`src/rtl/bus_arbiter_rr8.sv`:
```
// bus_arbiter_rr8: round-robin arbiter granting one single-transaction
// resource to one of eight requesters. The grant is held from launch until
// the resource reports completion, or until the watchdog gives up on it.
// The grant is presented both one-hot and as a binary index.
module bus_arbiter_rr8 #(
  parameter int unsigned TIMEOUT = 255  // max BUSY cycles without done; 0 disables
) (
  input  logic       clk,
  input  logic       rst,
  input  logic [7:0] req,
  input  logic       done,
  output logic [7:0] gnt,
  output logic [2:0] gnt_idx,
  output logic       busy,
  output logic       start,
  output logic       timeout_err
);

  typedef enum logic {
    S_IDLE = 1'b0,
    S_BUSY = 1'b1
  } state_t;

  localparam bit          WDOG_EN  = (TIMEOUT != 0);
  // Last count value of a transaction; only used when the watchdog is enabled.
  localparam logic [15:0] CNT_LAST = 16'(TIMEOUT - 1);

  state_t      state_q, state_d;
  logic [2:0]  ptr_q, ptr_d;
  logic [15:0] cnt_q, cnt_d;
  logic [7:0]  gnt_q, gnt_d;
  logic [2:0]  gnt_idx_q, gnt_idx_d;
  logic        start_q, start_d;
  logic        timeout_err_q, timeout_err_d;

  logic        pick_valid;
  logic [2:0]  pick_idx;
  logic [2:0]  cand;
  logic        wdog_fire;

  // Round-robin pick: scan ptr, ptr+1, ... modulo 8. The loop runs from the
  // farthest offset to the nearest so the nearest set bit is written last.
  always_comb begin
    // NOTE: every combinational output gets a default first so no path
    // leaves it unassigned; otherwise synthesis infers a latch.
    pick_valid = 1'b0;
    pick_idx   = 3'd0;
    cand       = 3'd0;
    for (int k = 7; k >= 0; k--) begin
      cand = ptr_q + 3'(k);
      if (req[cand]) begin
        pick_valid = 1'b1;
        pick_idx   = cand;
      end
    end
  end

  assign wdog_fire = WDOG_EN && (cnt_q == CNT_LAST);

  // State register; reset may land at any time, including mid-transaction.
  always_ff @(posedge clk or posedge rst) begin
    // NOTE: sequential state uses non-blocking assignments so every flop
    // samples pre-edge values regardless of process ordering.
    if (rst) state_q <= S_IDLE;
    else     state_q <= state_d;
  end

  // Next-state logic: grant on any request in IDLE, release on done or watchdog.
  always_comb begin
    state_d = state_q;
    case (state_q)
      S_IDLE: if (pick_valid) state_d = S_BUSY;
      S_BUSY: if (done || wdog_fire) state_d = S_IDLE;
      default: state_d = S_IDLE;
    endcase
  end

  // Output/datapath next values: grant capture, release, pointer advance, watchdog.
  always_comb begin
    gnt_d         = gnt_q;
    gnt_idx_d     = gnt_idx_q;
    ptr_d         = ptr_q;
    cnt_d         = cnt_q;
    start_d       = 1'b0;
    timeout_err_d = 1'b0;
    case (state_q)
      S_IDLE: begin
        // done in IDLE is deliberately not looked at.
        if (pick_valid) begin
          gnt_idx_d = pick_idx;
          gnt_d     = 8'h01 << pick_idx;
          start_d   = 1'b1;
          cnt_d     = 16'd0;
        end
      end
      S_BUSY: begin
        // done takes precedence over a simultaneous watchdog expiry.
        if (done || wdog_fire) begin
          gnt_d         = 8'h00;
          gnt_idx_d     = 3'd0;
          ptr_d         = gnt_idx_q + 3'd1;
          timeout_err_d = !done;
        end else if (WDOG_EN) begin
          cnt_d = cnt_q + 16'd1;
        end
      end
      default: begin
        gnt_d     = 8'h00;
        gnt_idx_d = 3'd0;
      end
    endcase
  end

  // Registered outputs and internal registers.
  always_ff @(posedge clk or posedge rst) begin
    if (rst) begin
      gnt_q         <= 8'h00;
      gnt_idx_q     <= 3'd0;
      ptr_q         <= 3'd0;
      cnt_q         <= 16'd0;
      start_q       <= 1'b0;
      timeout_err_q <= 1'b0;
    end else begin
      gnt_q         <= gnt_d;
      gnt_idx_q     <= gnt_idx_d;
      ptr_q         <= ptr_d;
      cnt_q         <= cnt_d;
      start_q       <= start_d;
      timeout_err_q <= timeout_err_d;
    end
  end

  assign gnt         = gnt_q;
  assign gnt_idx     = gnt_idx_q;
  assign busy        = (state_q == S_BUSY);
  assign start       = start_q;
  assign timeout_err = timeout_err_q;

endmodule

```
`config.mk`:
```
export PLATFORM = sky130hd
export DESIGN_NAME = bus_arbiter_rr8
export DESIGN_NICKNAME = d
export VERILOG_FILES = /design/src/rtl/bus_arbiter_rr8.sv
export SDC_FILE = /design/constraint.sdc
export NUM_CORES = 1
export LEC_CHECK = 0
export CAP_MARGIN = 20
export CORE_MARGIN = 5
export CORE_UTILIZATION = 25
export CTS_CLUSTER_DIAMETER = 150
export DETAILED_ROUTE_END_ITERATION = 8
export SYNTH_ARGS = -nofsm -noshare
export SYNTH_HDL_FRONTEND = slang
export SYNTH_SLANG_ARGS = --single-unit
export TNS_END_PERCENT = 5
```
`constraint.sdc`:
```
create_clock -name clk -period 4.7 [get_ports clk]
set_input_delay 0.47 -clock clk [delete_from_list [all_inputs] [get_ports clk]]
set_output_delay 0.47 -clock clk [all_outputs]
set_load 0.005 [all_outputs]
```
-- Yosys cells after proc, flatten, opt, wreduce, memory -nomap -nowiden
Index checks and enable logic that the tools add are counted.
W data, S select, Z words.
- memories kept: 0
- bits in latches: 0
- bits in registers: 33
- logic and storage cells: 82
- output and inout port bits: 14
- input bits: 11
- bits in read-only memories: 0
- RAM bits: 0
- bitwise operators: 1
- magnitude comparators: 8
- multiply operators: 0
- equal/unequal tests: 4
- div/mod/pow operators: 0
- shift operators: 1
- muxes and demuxes: 47
- reduce and logical (&&, ||, !) cells: 5
- add/subtract/negate cells: 9
- operators with widths (kind ; count):
    $lt A3 B4 Y1 const B ; 8
    $mux W16 ; 2
    $pmux W16 S2 ; 1
    $mux W3 ; 10
    $bmux W1 S3 ; 8
    $mux W1 ; 21
    $add A16 B1 Y16 const B ; 1
    $eq A16 B8 Y1 const B ; 1
    $mux W8 ; 2
    $pmux W8 S2 ; 1
    $add A3 B3 Y3 const B ; 4
    $shl A1 B3 Y8 const A ; 1
    $add A3 B1 Y3 const B ; 2
    $add A3 B2 Y3 const B ; 2
    $pmux W3 S2 ; 1
    $reduce_and A2 Y1 ; 3
    $ne A2 B2 Y1 const B ; 2
    $ne A2 B1 Y1 const B ; 1
    $pmux W1 S2 ; 1
    $logic_not A1 Y1 ; 1
    $logic_or A1 B1 Y1 ; 1
    $not A1 Y1 ; 1

-- Longest topological paths before layout
- depth after elaboration: 14
- depth in mapped cells: 11
- gate-level depth less buffers: 9

-- Worst setup path after synthesis
Ideal clock, no wire load.
- kind: register -> register
- start point: reg ptr_q[1]
- end point: reg gnt_q[3] (netlist: gnt[3])
- path slack: 1.315 ns
- arrival time: 3.264 ns
- path buffers: 1
- stages on the path, launching flop included: 11
- setup time: 0.121 ns
- period minus slack after synthesis: 3.385 ns
- data required time: 4.579 ns
- cell sequence: dfrtp_1 -> clkbuf_1 -> inv_1 -> ha_1 -> mux4_2 -> mux2_2 -> mux2_2 -> or4b_4 -> o22ai_4 -> nor3_2 -> a22o_1
- longest elaborated chain between the ends: 14
- elaborated cells between the ends (all ways): 44
- classes of those cells: 7 x add/sub; 1 x eq/ne; 1 x shift; 34 x mux; 1 x reduce/logical
- ends and longest elaborated chain (what ; line ; source):
    start, declared ; 29 ; logic [2:0] ptr_q, ptr_d;
    start signal, assigned ; 126 ; ptr_q <= ptr_d;
    $add A3 B3 Y3 ; 50 ; cand = ptr_q + 3'(k);
    $bmux W1 S3 ; 51 ; if (req[cand]) begin
    $mux W1 (implied by the code) ; 51 ;
    $mux W3 (8 in series) ; 51 ;
    $shl A1 B3 Y8 ; 91 ; gnt_d = 8'h01 << pick_idx;
    $mux W8 ; 89 ; if (pick_valid) begin
    $pmux W8 S2 ; 86 ; case (state_q)
    end signal, assigned ; 124 ; gnt_q <= gnt_d;
    end, declared ; 31 ; logic [7:0] gnt_q, gnt_d;
Parallel ways exist; a longest one is shown, timed or not. The select of a mux whose other input is x is not followed.
A chain may end at the register's enable or synchronous reset.

-- Worst setup path after layout
Same ends and word-level chain as after synthesis.

==> flow_summary.html <==
<table>
<tr><th>Metric</th><th>Value</th></tr>
<tr><th colspan="2">Status</th></tr>
<tr><td>Status</td><td>completed</td></tr>
<tr><th colspan="2">Synthesis</th></tr>
<tr><td>Number of synthesized flops with an enable pin</td><td>0</td></tr>
<tr><td>Post-Synthesis Cell Area</td><td>2220 sq um</td></tr>
<tr><td>Synth cell types</td><td>between 40 and 50</td></tr>
<tr><td>Syn. warnings</td><td>0</td></tr>
<tr><td>Number of register bits inferred by synthesis</td><td>33</td></tr>
<tr><td>Synthesized net count</td><td>approximately 250</td></tr>
<tr><td>Synth Instances</td><td>229</td></tr>
<tr><td>Post-synth top flop</td><td>dfrtp_1</td></tr>
<tr><td>Async set-reset flop share out of synthesis</td><td>1.00</td></tr>
<tr><td>Post-synthesis sequential area ratio</td><td>0.372</td></tr>
<tr><td>Average cell area after synthesis</td><td>9.70 sq um</td></tr>
<tr><th colspan="2">STA</th></tr>
<tr><td>Clock Skew</td><td>0.00582 ns</td></tr>
<tr><td>Total negative setup slack</td><td>0 ns</td></tr>
<tr><td>Final critical path time including I/O delays and setup</td><td>3.53 ns</td></tr>
<tr><td>Maximum clock frequency</td><td>approximately 0.28 GHz</td></tr>
<tr><td>Fraction of the cycle the final worst path needs</td><td>0.751</td></tr>
<tr><td>Number of hold violations in the final report</td><td>0</td></tr>
<tr><td>Post-route setup slack</td><td>1.17 ns</td></tr>
<tr><td>Worst hold margin</td><td>between 0.4 and 0.5 ns</td></tr>
<tr><td>Worst slew margin relative to its limit</td><td>0.481</td></tr>
<tr><td>Pin slew with the least headroom to its limit</td><td>0.779 ns</td></tr>
<tr><td>Number of slew-limit violations in the final report</td><td>0</td></tr>
<tr><td>RSZ-0062 raised after global routing</td><td>false</td></tr>
<tr><td>Final setup violation count</td><td>0</td></tr>
<tr><th colspan="2">CTS</th></tr>
<tr><td>Number of resized instances in the post-cts repair step</td><td>0</td></tr>
<tr><td>Number of buffers inserted during clock tree synthesis</td><td>5</td></tr>
<tr><td>Post-CTS setup buffers</td><td>0</td></tr>
<tr><td>Clock net sink count</td><td>33</td></tr>
<tr><td>Number of levels in the clock H-tree</td><td>2</td></tr>
<tr><td>Clock latency on the worst-skew pair</td><td>roughly 0.28 ns</td></tr>
<tr><td>Clk root buf</td><td>clkbuf_8</td></tr>
<tr><td>Clock transition at the registers of the reported paths</td><td>about 0.070 ns</td></tr>
<tr><td>Maximum buffer depth of the clock tree</td><td>2</td></tr>
<tr><td>CTS tree</td><td>yes</td></tr>
<tr><td>Hold Buf Count CTS</td><td>0</td></tr>
<tr><th colspan="2">GRT</th></tr>
<tr><td>Met3 Usage GRT</td><td>0.0279</td></tr>
<tr><td>Maximum number of pins on one net before global-route repair</td><td>34</td></tr>
<tr><td>M2 GR Usage</td><td>0.155</td></tr>
<tr><td>Number of global-route vias before repair</td><td>1860</td></tr>
<tr><td>Number of antenna violations at the first check in global routing</td><td>0</td></tr>
<tr><td>GR peak layer</td><td>met2</td></tr>
<tr><td>Met1 demand-to-capacity share in global routing</td><td>0.115</td></tr>
<tr><td>Wire length of the first global-routing pass</td><td>8.61 mm</td></tr>
<tr><td>Overflow after GRT</td><td>0</td></tr>
<tr><td>All-layer global routing usage</td><td>0.0923</td></tr>
<tr><th colspan="2">Final layout</th></tr>
<tr><td>Share of cells above drive strength 1</td><td>0.136</td></tr>
<tr><td>Number of antenna repair diodes</td><td>0</td></tr>
<tr><td>Number of filler cells placed in the layout</td><td>932</td></tr>
<tr><td>Filler-free cell count of the finished design</td><td>between 300 and 400</td></tr>
<tr><td>Final Instance Area</td><td>2670 sq um</td></tr>
<tr><td>Area overhead of the layout relative to synthesis</td><td>20.0%</td></tr>
<tr><td>Utilization after layout</td><td>0.307</td></tr>
<tr><td>Final-stage net count</td><td>272</td></tr>
<tr><th colspan="2">Route</th></tr>
<tr><td>Average vias per placed instance</td><td>5.07</td></tr>
<tr><td>Drt first-iter violations</td><td>69</td></tr>
<tr><td>Antenna-violating nets left</td><td>0</td></tr>
<tr><td>Post-Route WL</td><td>4.87 mm</td></tr>
<tr><td>Vias</td><td>1849</td></tr>
<tr><td>Mean routed wirelength per cell</td><td>13.3 um</td></tr>
<tr><td>Number of detailed-routing iterations run before antenna repair</td><td>4</td></tr>
<tr><td>DRC violations left</td><td>0</td></tr>
<tr><th colspan="2">Floorplanning</th></tr>
<tr><td>I/O Pins</td><td>25</td></tr>
<tr><td>Area inside the core boundary</td><td>~8700 sq um</td></tr>
<tr><td>Die H</td><td>around 100 um</td></tr>
<tr><td>FP Rows</td><td>34</td></tr>
<tr><td>Total die area</td><td>approximately 11000 sq um</td></tr>
<tr><td>Die X-Extent</td><td>104 um</td></tr>
<tr><td>Effective utilization at floorplan</td><td>0.256</td></tr>
<tr><th colspan="2">Placed design</th></tr>
<tr><td>Post-Place Worst Slack</td><td>roughly 1.2 ns</td></tr>
<tr><td>Gp weighted congestion</td><td>0.825</td></tr>
<tr><td>Post-DP HPWL</td><td>3.73 mm</td></tr>
<tr><td>Number of I/O port buffers</td><td>24</td></tr>
<tr><td>Cell area after placement</td><td>approximately 2600 sq um</td></tr>
<tr><td>Placed cell count</td><td>357</td></tr>
<tr><th colspan="2">Setup path</th></tr>
<tr><td>Highest net fanout along the worst path</td><td>11</td></tr>
<tr><td>Worst path bufs/invs</td><td>1</td></tr>
<tr><td>Category of cells accounting for the largest share of critical-path delay</td><td>multiplexers</td></tr>
<tr><td>Worst setup path category</td><td>reg -&gt; reg</td></tr>
<tr><td>Worst path cell trace</td><td>inv_1 -&gt; ha_1 -&gt; mux4_2 -&gt; mux2_2 -&gt; mux2_2 -&gt; or4b_4 -&gt; o22ai_4 -&gt; nor3_2 -&gt; a22o_1</td></tr>
<tr><td>Critical-path top delay cell</td><td>mux4_2</td></tr>
<tr><td>Type of destination of the critical path</td><td>register</td></tr>
<tr><td>Most common cell type on the critical path</td><td>mux2_2</td></tr>
<tr><td>Peak per-stage delay on the critical path</td><td>just under 0.6 ns</td></tr>
<tr><td>Data arrival time of the worst path</td><td>3.70 ns</td></tr>
<tr><td>Critical path required time</td><td>4.87 ns</td></tr>
<tr><td>Kind of launch point of the worst setup path</td><td>register</td></tr>
<tr><th colspan="2">Power and ir drop</th></tr>
<tr><td>Power after layout</td><td>1.78 mW</td></tr>
<tr><td>Peak supply drop</td><td>between 200 and 250 uV</td></tr>
<tr><td>Sw Pwr</td><td>0.803 mW</td></tr>
<tr><td>Static power due to leakage</td><td>1.10 nW</td></tr>
<tr><td>Fraction of power consumed by the clock network</td><td>0.117</td></tr>
<tr><td>Portion of total power attributed to sequential cells</td><td>0.235</td></tr>
<tr><td>Combinational group share of total power</td><td>0.648</td></tr>
<tr><td>Pwr dens</td><td>667 nW/um^2</td></tr>
<tr><td>Internal Pwr Total</td><td>around 1 mW</td></tr>
<tr><td>Share of total power consumed by net switching</td><td>0.452</td></tr>
<tr><th colspan="2">Run</th></tr>
<tr><td>Maxcap violations</td><td>0</td></tr>
<tr><th colspan="2">Worst hold path</th></tr>
<tr><td>Type of the tightest min-delay check</td><td>reg -&gt; reg</td></tr>
</table>
## logic make-up (layout without fill, tap and decap cells)
group	Yosys count	after routing	synth area share
AOI/OAI and AO/OA	56	56	0.166
xor gates and xnor gates	12	12	0.0473
adders and majority gates	5	5	0.0282
buffers and inverters	16	44	0.0315
DFF	33	33	0.372
muxes	25	25	0.169
and+or+nand+nor	82	82	0.186
## worst register-to-register path, cell delays in order (launching register included)
cell,delay (ns)
dfrtp_1,0.57
inv_1,0.19
ha_1,0.46
mux4_2,0.60
mux2_2,0.32
mux2_2,0.28
or4b_4,0.49
o22ai_4,0.23
nor3_2,0.07
a22o_1,0.21
## Yosys cell counts (2+ instances only)
| library cell | number | area (sq um) |
|---|---|---|
| dfrtp_1 | 33 | 826 |
| nand2_1 | 23 | 86.3 |
| nor2_1 | 21 | 78.8 |
| o21ai_0 | 13 | 65.1 |
| a21oi_1 | 11 | 55.1 |
| inv_1 | 10 | 37.5 |
| mux4_2 | 9 | 203 |
| mux2i_1 | 8 | 80.1 |
| nand3_1 | 8 | 40.0 |
| o21ai_1 | 8 | 40.0 |
| xor2_1 | 8 | 70.1 |
| mux2_2 | 7 | 78.8 |
| ha_1 | 5 | 62.6 |
| a22o_1 | 4 | 35.0 |
| a22oi_1 | 4 | 30.0 |
| and3_1 | 4 | 25.0 |
| nor3_1 | 4 | 20.0 |
| xnor2_1 | 4 | 35.0 |
| a211oi_1 | 3 | 22.5 |
| clkbuf_1 | 3 | 11.3 |
| nand2b_1 | 3 | 18.8 |
| nand4_1 | 3 | 18.8 |
| or3_1 | 3 | 18.8 |
| a31oi_1 | 2 | 12.5 |
| and2_1 | 2 | 12.5 |
| and4_1 | 2 | 17.5 |
| buf_2 | 2 | 10.0 |
| nor2b_1 | 2 | 12.5 |
| nor3_2 | 2 | 20.0 |
| o22ai_1 | 2 | 12.5 |
## layer usage
| layer | up-vias | wire length [um] |
|---|---|---|
| met5 | - | 0 |
| met4 | 0 | 51 |
| met3 | 8 | 168 |
| met2 | 27 | 2410 |
| met1 | 909 | 2250 |
| li1 | 905 | - |
## layout by cell type, fill, tap and decap left out, drive strengths merged, types with 2 or more instances in the layout
master         instances
a211oi                 3
a21oi                 12
a22o                   4
a22oi                  4
a31oi                  2
and2                   2
and3                   4
and4                   2
buf                    2
clkbuf                 5
clkdlybuf4s50         24
clkinv                 2
dfrtp                 33
ha                     5
inv                   10
mux2                   8
mux2i                  8
mux4                   9
nand2                 23
nand2b                 3
nand3                  8
nand4                  3
nor2                  21
nor2b                  2
nor3                   6
o21ai                 21
o22ai                  3
or3                    3
or4b                   2
xnor2                  4
xor2                   8
## registers in the layout, indices dropped and copies added (netlist names)
register and flops:
busy 1, cnt_q 16, gnt 8, gnt_idx 3, ptr_q 3, start 1, timeout_err 1
## area by class of cell
class	count	area, sq um	share of cell area
multi-input cells	180	1330	0.497
flip-flops and latches	33	826	0.310
repair buffers	26	255	0.0957
well taps	108	135	0.0507
clock buffers	5	68.8	0.0258
inverters	10	37.5	0.0141
clock inverters	3	17.5	0.00657
## power groups by stage
| stage | clock [mW] | sequential [mW] | combinational (mW) |
|---|---|---|---|
| floorplan | 0 | 0.392 | 0.919 |
| global placement | 0 | 0.423 | 1.14 |
| detailed placement | 0 | 0.425 | 1.15 |
| CTS | 0.214 | 0.419 | 1.16 |
| global route | 0.224 | 0.431 | 1.26 |
| finish | 0.208 | 0.418 | 1.15 |
## path summary, 6_finish.rpt
kind | slack (ns) | cells past startpoint | to | startpoint
max | 1.17 | 9 | gnt[3] | ptr_q[1]
min | 0.49 | 2 | gnt[5] | gnt[5]
max reg2reg | 1.17 | 9 | gnt[3] | ptr_q[1]
min reg2reg | 0.49 | 2 | gnt[5] | gnt[5]
max in group asynchronous | 3.82 | 3 | cnt_q[4] | rst
min in group asynchronous | 0.58 | 3 | ptr_q[2] | rst
Note: power is estimated with default switching activity, not from simulation.
